<file path="src/rtl/user_reg_pkg.sv">
// Shared definitions for the user register initiator: default widths,
// the read-timeout fill value and the two FSM state encodings.
package user_reg_pkg;

  localparam int          ADDR_W_DEF       = 20;
  localparam int          DATA_W_DEF       = 32;
  localparam logic [31:0] TIMEOUT_DATA_DEF = 32'hDEAD_BEEF;

  typedef enum logic [2:0] {
    IDLE    = 3'd0,
    WR      = 3'd1,
    RD_REQ  = 3'd2,
    RD_WAIT = 3'd3,
    RD_DONE = 3'd4
  } reg_state_t;

  typedef enum logic [1:0] {
    I_IDLE = 2'd0,
    I_SEND = 2'd1,
    I_ACK  = 2'd2,
    I_LOW  = 2'd3
  } intr_state_t;

endpackage

</file>
<file path="src/rtl/user_intr_fwd.sv">
// Interrupt forwarder: turns the user's level interrupt request into one
// MSI request towards the PCIe core, returns a one-cycle acknowledge to the
// user, and refuses to fire again until the user request has dropped.
module user_intr_fwd
  import user_reg_pkg::*;
(
  input  logic i_clk,
  input  logic i_rst_n,
  input  logic i_intr_req,
  output logic o_intr_ack,
  output logic o_host_intr_req,
  input  logic i_host_intr_ack
);

  intr_state_t state;

  // Interrupt FSM with registered request/acknowledge outputs
  always_ff @(posedge i_clk or negedge i_rst_n) begin
    if (!i_rst_n) begin
      state           <= I_IDLE;
      o_intr_ack      <= 1'b0;
      o_host_intr_req <= 1'b0;
    end else begin
      o_intr_ack <= 1'b0;
      case (state)
        I_IDLE: begin
          if (i_intr_req) begin
            state           <= I_SEND;
            o_host_intr_req <= 1'b1;
          end
        end
        I_SEND: begin
          if (i_host_intr_ack) begin
            state           <= I_ACK;
            o_host_intr_req <= 1'b0;
            o_intr_ack      <= 1'b1;
          end
        end
        I_ACK: begin
          state <= I_LOW;
        end
        I_LOW: begin
          // a held request must fall before it can raise another MSI
          if (!i_intr_req) begin
            state <= I_IDLE;
          end
        end
        default: begin
          state           <= I_IDLE;
          o_host_intr_req <= 1'b0;
        end
      endcase
    end
  end

endmodule

</file>
<file path="src/rtl/user_reg_initiator.sv">
// Host-side master for the user-logic register and interrupt interfaces.
// Converts host register strobes into single-cycle user wr/rd requests and
// returns read data with a completion strobe.
// Optional feature: define USER_REG_TIMEOUT_EN to bound the read-ack wait;
// an expired wait completes with TIMEOUT_DATA and o_host_rd_err=1.
//
// Host handshake: i_host_wr_req / i_host_rd_req are single-cycle strobes that
// are accepted only while o_host_busy is low; strobes seen while busy are
// dropped without effect, and a simultaneous write+read accepts the write.
// A read completes with exactly one o_host_rd_valid cycle carrying
// o_host_rd_data and o_host_rd_err.
module user_reg_initiator
  import user_reg_pkg::*;
#(
  parameter int                ADDR_W         = ADDR_W_DEF,
  parameter int                DATA_W         = DATA_W_DEF,
  parameter int                TIMEOUT_CYCLES = 1024,
  parameter logic [DATA_W-1:0] TIMEOUT_DATA   = DATA_W'(TIMEOUT_DATA_DEF)
) (
  input  logic              i_pcie_clk,
  input  logic              i_rst_n,
  input  logic              i_host_wr_req,
  input  logic              i_host_rd_req,
  input  logic [ADDR_W-1:0] i_host_addr,
  input  logic [DATA_W-1:0] i_host_wr_data,
  output logic              o_host_busy,
  output logic              o_host_rd_valid,
  output logic [DATA_W-1:0] o_host_rd_data,
  output logic              o_host_rd_err,
  output logic [ADDR_W-1:0] o_user_addr,
  output logic [DATA_W-1:0] o_user_data,
  output logic              o_user_wr_req,
  output logic              o_user_rd_req,
  input  logic [DATA_W-1:0] i_user_data,
  input  logic              i_user_rd_ack,
  input  logic              i_intr_req,
  output logic              o_intr_ack,
  output logic              o_host_intr_req,
  input  logic              i_host_intr_ack
);

  reg_state_t state;

`ifdef USER_REG_TIMEOUT_EN
  localparam int               CNT_W    = $clog2(TIMEOUT_CYCLES + 1);
  localparam logic [CNT_W-1:0] CNT_TERM = CNT_W'(TIMEOUT_CYCLES);

  logic [CNT_W-1:0] to_cnt;
  logic [CNT_W-1:0] to_cnt_nxt;

  assign to_cnt_nxt = to_cnt + 1'b1;
`else
  // timeout parameters are only consumed by the timeout build
  logic unused_timeout_cfg;
  assign unused_timeout_cfg = (^TIMEOUT_DATA) ^ (TIMEOUT_CYCLES > 0);
  assign o_host_rd_err      = 1'b0;
`endif

  assign o_host_busy = (state != IDLE);

  // Register FSM: accept host strobes in IDLE, issue one-cycle user requests,
  // wait for the read acknowledge and present the completion for one cycle
  always_ff @(posedge i_pcie_clk or negedge i_rst_n) begin
    if (!i_rst_n) begin
      state           <= IDLE;
      o_user_addr     <= '0;
      o_user_data     <= '0;
      o_user_wr_req   <= 1'b0;
      o_user_rd_req   <= 1'b0;
      o_host_rd_valid <= 1'b0;
      o_host_rd_data  <= '0;
`ifdef USER_REG_TIMEOUT_EN
      o_host_rd_err   <= 1'b0;
      to_cnt          <= '0;
`endif
    end else begin
      o_user_wr_req   <= 1'b0;
      o_user_rd_req   <= 1'b0;
      o_host_rd_valid <= 1'b0;
`ifdef USER_REG_TIMEOUT_EN
      o_host_rd_err   <= 1'b0;
`endif
      case (state)
        IDLE: begin
          if (i_host_wr_req) begin
            state         <= WR;
            o_user_addr   <= i_host_addr;
            o_user_data   <= i_host_wr_data;
            o_user_wr_req <= 1'b1;
          end else if (i_host_rd_req) begin
            state         <= RD_REQ;
            o_user_addr   <= i_host_addr;
            o_user_rd_req <= 1'b1;
          end
        end
        WR: begin
          state <= IDLE;
        end
        RD_REQ: begin
          // an ack coinciding with the request cycle is deliberately ignored
          state <= RD_WAIT;
`ifdef USER_REG_TIMEOUT_EN
          to_cnt <= '0;
`endif
        end
        RD_WAIT: begin
`ifdef USER_REG_TIMEOUT_EN
          to_cnt <= to_cnt_nxt;
`endif
          if (i_user_rd_ack) begin
            state           <= RD_DONE;
            o_host_rd_data  <= i_user_data;
            o_host_rd_valid <= 1'b1;
          end
`ifdef USER_REG_TIMEOUT_EN
          else if (to_cnt_nxt == CNT_TERM) begin
            state           <= RD_DONE;
            o_host_rd_data  <= TIMEOUT_DATA;
            o_host_rd_err   <= 1'b1;
            o_host_rd_valid <= 1'b1;
          end
`endif
        end
        RD_DONE: begin
          state <= IDLE;
        end
        default: begin
          state <= IDLE;
        end
      endcase
    end
  end

  user_intr_fwd u_intr_fwd (
    .i_clk           (i_pcie_clk),
    .i_rst_n         (i_rst_n),
    .i_intr_req      (i_intr_req),
    .o_intr_ack      (o_intr_ack),
    .o_host_intr_req (o_host_intr_req),
    .i_host_intr_ack (i_host_intr_ack)
  );

endmodule
</file>
<file path="config.mk">
export PLATFORM = sky130hd
export DESIGN_NAME = user_reg_initiator
export DESIGN_NICKNAME = d
export VERILOG_FILES = /design/src/rtl/user_reg_pkg.sv /design/src/rtl/user_intr_fwd.sv /design/src/rtl/user_reg_initiator.sv
export SDC_FILE = /design/constraint.sdc
export NUM_CORES = 1
export LEC_CHECK = 0
export ABC_AREA = 1
export BUFFER_PORTS_ARGS = -buffer_cell sky130_fd_sc_hd__buf_2
export CAP_MARGIN = 20
export CORE_ASPECT_RATIO = 0.7
export CORE_MARGIN = 4
export CORE_UTILIZATION = 46
export CTS_CLUSTER_SIZE = 30
export DETAILED_ROUTE_END_ITERATION = 8
export PLACE_DENSITY = 0.85
export SLEW_MARGIN = 20
export SYNTH_ARGS = -nofsm -noshare
export SYNTH_HDL_FRONTEND = slang
export SYNTH_SLANG_ARGS = --single-unit
</file>
<file path="constraint.sdc">
create_clock -name i_pcie_clk -period 1.5 [get_ports i_pcie_clk]
set_input_delay 0.375 -clock i_pcie_clk [delete_from_list [all_inputs] [get_ports i_pcie_clk]]
set_output_delay 0.375 -clock i_pcie_clk [all_outputs]
set_load 0.005 [all_outputs]
</file>
==> flow_summary.toml, run 1 <==
[run_status]
status = "complete, no violations"

[global_routing]
grt_max_degree = 95
grt_pass1_vias = 3341
grt_pass1_wl_mm = 14.9
overflow = 0
antenna_found_initial = 0
grt.total_usage_pct = 19.2

[timing]
skew_ns = 0.00368
rsz0062_at_grt = "false"
finalHoldViolations = 0
worst_slack_ns = 0.0542
max_freq_mhz = 692
fin_tns_setup_ns = 0
timing.final.crit_share_pct = 96.4
drv_slew = 0
setup_viol = 0
fin_crit_ns = 1.45

[yosys]
synth_nets = 510
syn_avg_cell_area_um2 = 9.12
synthDominantCellAreaShare_pct = 62.3
yosys.area_share.simple_pct = 29.4
yosysSeqAreaShare_pct = 62.3
syn_inst = 414
ys_warn_count = 0
yosys.area_share.adder_pct = 1.66
synth_seq_cells = 94
synth_area_leaders = "dfrtp_1 62%, nand2_1 24%, nand3_1 2.9%"
yosys.area.top_type = "dfrtp_1"
synth_area_um2 = 3780
synth_compound_area_share_pct = 0.928
yosysUniqueCellTypes = 19
synth_xor_area_share_pct = 0
synthMuxAreaShare_pct = 0
synth_top_family_by_area = "simple AND/OR/NAND/NOR gates"

[route]
drtIter0Drc = 227
drc = 0
wl_mm = 9.14
wire_per_inst_um = 13.0
avgViaCountPerCell = 4.62
postRouteAntennaNets = 0
vias = 3254
dr.pass1.iters = 4

[power]
peakVddDrop_uv = 1100
p_clk_share_pct = 24.4
power_frac_comb_pct = 35.3
swShare_pct = 33.8
fin_total_pwr_mw = 10.7
power_leakage_nw = 3.09
seq_power_share_pct = 40.3
switching_power_mw = 3.62
p_int_mw = 7.10
p_per_area_nw_per_um2 = 2100

[critical_path]
critPathRequiredTime_ns = 1.12
crit_type = "register to primary output"
worstPathArrival_ns = 1.07
crit_fanout = 2
endpoint_kind = "primary output"
worst_setup_path_start_kind = "register"

[die]
ioPinCount = 182
rows = 27
die_w_um = 116
start_util_pct = 47.6
fp.dieH_um = 83.8
core_um2 = 7940
dieArea_um2 = 9750

[clocking]
cts.clk_slew.worst_paths_ns = 0.06
cts.sinks = 94
cts_max_level = 3
clock_latency_ns = 0.33
clockBufferDepth = 2
cts-hold-fix-buffers = 0
cts_tree = "built"
cts_root_buffer = "clkbuf_16"
cts_buffers = 9

[cells_and_area]
n_antenna_cell = 0
most-common-layout-cells = "243 x nand2_1, 179 x buf_2, 94 x dfrtp_1"
final_layout_size_suffix_gt1_share_pct = 35.7
final_common_cell = "nand2_1"
final_nets = 694
syn2layout_area_growth_pct = 35.5

[hold_path]
min_path_type = "input port to asynchronous set/reset pin"

[flow_run]
maxCapViolCount = 0

[placed_design]
routabilityCongestion = 0.764
io_buffer_count = 180
post-place-ws_ns = 0.136
place_hpwl_mm = 6.56
-- path summary, 6_finish.rpt --
| path | from | to | slack, ns | cells past startpoint |
|---|---|---|---|---|
| max in group asynchronous | i_rst_n | o_user_data[13]$_DFFE_PN0P_ | 1.06 | 2 |
| min in group i_pcie_clk | i_user_data[21] | o_host_rd_data[21]$_DFFE_PN0P_ | 0.23 | 3 |
| worst min register to register | o_user_data[22]$_DFFE_PN0P_ | o_user_data[22]$_DFFE_PN0P_ | 0.46 | 2 |
| worst min-delay path | i_rst_n | u_intr_fwd.state[0]$_DFFE_PN0P_ | 0.09 | 2 |
| worst max register to register | state[0]$_DFFE_PN0P_ | o_user_data[25]$_DFFE_PN0P_ | 0.14 | 7 |
| worst max-delay path | state[0]$_DFFE_PN0P_ | o_host_busy | 0.05 | 3 |
-- routing by layer --
layer,global-route usage (%),routed length (um)
met1,24.0,3880
met2,31.1,4140
met3,6.96,935
met4,5.90,183
met5,0,0
-- area by class of cell --
class / count / area (um2)
fillers: 684 / 2820
clock inverters: 3 / 90.1
well taps: 101 / 126
clock buffers: 13 / 260
multi-input cells: 287 / 1210
flip-flops and latches: 94 / 2350
inverters: 14 / 56.3
repair buffers: 192 / 1020
-- sequential cells by signal, summed over array words and instances, names as in the netlist, 2 cells and up --
signal	flops
o_host_rd_data	32
o_user_data	32
o_user_addr	20
state	3
u_intr_fwd.state	2
-- per-stage QoR --
step	hold slack (ns)	cells	utilization (%)	area (um2)
floorplan	0.0794	414	-	3780
global placement	0.448	684	59.7	4740
detailed placement	0.454	684	59.7	4740
CTS	0.105	703	64.3	5110
global route	0.124	704	64.4	5120
finish	0.0873	704	64.4	5120
-- synth_stat cells, drive strengths merged --
library cell    n
inv            13
nand3          22
nor2            5
clkinv          1
conb            1
buf            19
ha              5
nor3            1
nand2         246
a21oi           2
dfrtp          94
o21ai           5
-- kinds of logic (layout without fill, tap and decap cells) --
kind of cell	after synthesis	in the layout
adders and majority gates	5	5
buffers and inverters	33	222
AOI/OAI and AO/OA	7	7
DFF	94	94
other	1	1
and+or+nand+nor	274	274
-- power by group through the flow --
stage | combinational [mW] | clock, mW | sequential, mW
floorplan | 1.95 | 0 | 4.43
global placement | 3.58 | 0 | 4.31
detailed placement | 3.77 | 0 | 4.33
CTS | 3.82 | 2.69 | 4.32
global route | 4.33 | 2.79 | 4.47
finish | 3.78 | 2.62 | 4.32
-- critical path, stage by stage, from the launching register on --
cell and delay (ns):
dfrtp_1 0.41, nor2_4 0.15, nand2_4 0.05, buf_2 0.13
-- what timing repair did --
item,4_1_cts,5_1_grt
endpoints found under the setup margin,1,1
buffers inserted,3,1
pin swaps,2,1
resized for setup,0,0
No activity file was read; power rests on OpenSTA's default activity.
==> run 2, diff against run 1 <==
Settings changed: RECOVER_POWER set to 25.
==> run 2 against run 1 <==
Compared with the run above: critical path depth did not move; cell area fell by 0.24%; global-route usage did not move; largest power group unchanged; hold slack improved by 0.15 ns; critical endpoint unchanged; count of clock-buffer cells in the layout did not move.
==> flow_summary.toml, run 2 (synthesis gave the netlist of run 1 again) <==
[timing]
tightestPinTransition_ns = 1.25
setup_viol = 0
whs_ns = 0.234
rsz0062_at_grt = "false"
timing.final.crit_share_pct = 96.4
worst_slack_ns = 0.0534
drv_slew = 0
finalHoldViolations = 0
relSlewSlack_pct = 16.4
skew_ns = 0.00344
max_freq_mhz = 691
fin_tns_setup_ns = 0
fin_crit_ns = 1.45

[power]
fin_total_pwr_mw = 10.7
p_per_area_nw_per_um2 = 2100
power_leakage_nw = 3.08
peakVddDrop_uv = 1110

[die]
fp.dieH_um = 83.8
rows = 27
dieArea_um2 = 9750
start_util_pct = 47.6
ioPinCount = 182
core_um2 = 7940
die_w_um = 116

[route]
drc = 0
dr.pass1.iters = 4
avgViaCountPerCell = 4.65
wl_mm = 9.18
drtIter0Drc = 241
wire_per_inst_um = 13.0
postRouteAntennaNets = 0
vias = 3276

[global_routing]
overflow = 0
grt_pass1_wl_mm = 14.9
grt_pass1_vias = 3341
antenna_found_initial = 0
grt.total_usage_pct = 19.2
grt_max_degree = 95

[clocking]
clock_latency_ns = 0.33
cts_tree = "built"
cts.sinks = 94
ctsResizeCount = 0
cts_buffers = 9
cts_max_level = 3
clockBufferDepth = 2
cts-hold-fix-buffers = 0
cts.clk_slew.worst_paths_ns = 0.06
cts_root_buffer = "clkbuf_16"

[placed_design]
placed_area_um2 = 4740
io_buffer_count = 180
dp_cells = 684
routabilityCongestion = 0.764
post-place-ws_ns = 0.136
place_hpwl_mm = 6.56

[cells_and_area]
final_nets = 694
fill_cells = 686
final_common_cell = "nand2_1"
n_antenna_cell = 0
stdcell_area_um2 = 5100
final_layout_size_suffix_gt1_share_pct = 35.7
syn2layout_area_growth_pct = 35.2
instances_no_fill = 704
reg_top3 = "o_host_rd_data x32, o_user_data x32, o_user_addr x20"
most-common-layout-cells = "243 x nand2_1, 179 x buf_2, 94 x dfrtp_1"
finish.utilization_pct = 64.3

[critical_path]
worstPathArrival_ns = 1.07
worst_setup_path_start_kind = "register"
critPathRequiredTime_ns = 1.12
crit_fanout = 2
endpoint_kind = "primary output"
crit_type = "register to primary output"

[hold_path]
min_path_type = "input port to register"

[flow_run]
maxCapViolCount = 0

[run_status]
status = "complete, no violations"
-- run 2: changes by cell type in the layout (fill, tap and decap cells not counted) --
cell | previous run | this run
buf_12 | 2 | 1
clkbuf_4 | 0 | 1
-- run 2: per-layer routing --
| layer | track usage, % | vias up | share of wire, % |
|---|---|---|---|
| met4 | 5.90 | 0 | 1.9 |
| met1 | 24.0 | 1499 | 43 |
| met3 | 6.96 | 17 | 10 |
| met5 | 0 | - | 0 |
| li1 | - | 1621 | - |
| met2 | 31.1 | 139 | 45 |
-- run 2: path summary, 6_finish.rpt --
| path | cells past startpoint | slack [ns] | endpoint | from |
|---|---|---|---|---|
| max | 3 | 0.05 | o_host_busy | state[0]$_DFFE_PN0P_ |
| min | 3 | 0.23 | o_host_rd_data[21]$_DFFE_PN0P_ | i_user_data[21] |
| max reg2reg | 7 | 0.14 | o_user_data[25]$_DFFE_PN0P_ | state[0]$_DFFE_PN0P_ |
| min reg2reg | 2 | 0.47 | o_user_addr[4]$_DFFE_PN0P_ | o_user_addr[4]$_DFFE_PN0P_ |
| max in group asynchronous | 2 | 0.30 | o_user_data[13]$_DFFE_PN0P_ | i_rst_n |
| min in group asynchronous | 2 | 0.42 | u_intr_fwd.o_host_intr_req$_DFFE_PN0P_ | i_rst_n |
-- run 2: final cells by class --
type / instances / area (um2) / area share (%)
clock inverter: 3 / 90.1 / 1.77
sequential: 94 / 2350 / 46.1
multi-input combinational: 287 / 1210 / 23.8
clock buffer: 13 / 260 / 5.10
inverter: 14 / 56.3 / 1.10
timing repair buffer: 192 / 1010 / 19.7
tap: 101 / 126 / 2.48
-- run 2: where the power goes --
part           switching [mW]  leakage [nW]  internal [mW]
sequential              0.617          1.18           3.70
clock                   0.905         0.170           1.72
combinational            2.11          1.74           1.67
total                    3.63          3.08           7.10
-- run 2: what timing repair did --
item                                    4_1_cts  5_1_grt
hold endpoints to repair                      0        0
pin swaps                                     2        1
endpoints found under the setup margin        1        1
buffers inserted                              3        1
cloned                                        0        0
-- run 2: critical path, cell delays in order (launching register included) --
cell and delay (ns):
dfrtp_1 0.41, nor2_4 0.15, nand2_4 0.05, buf_2 0.13
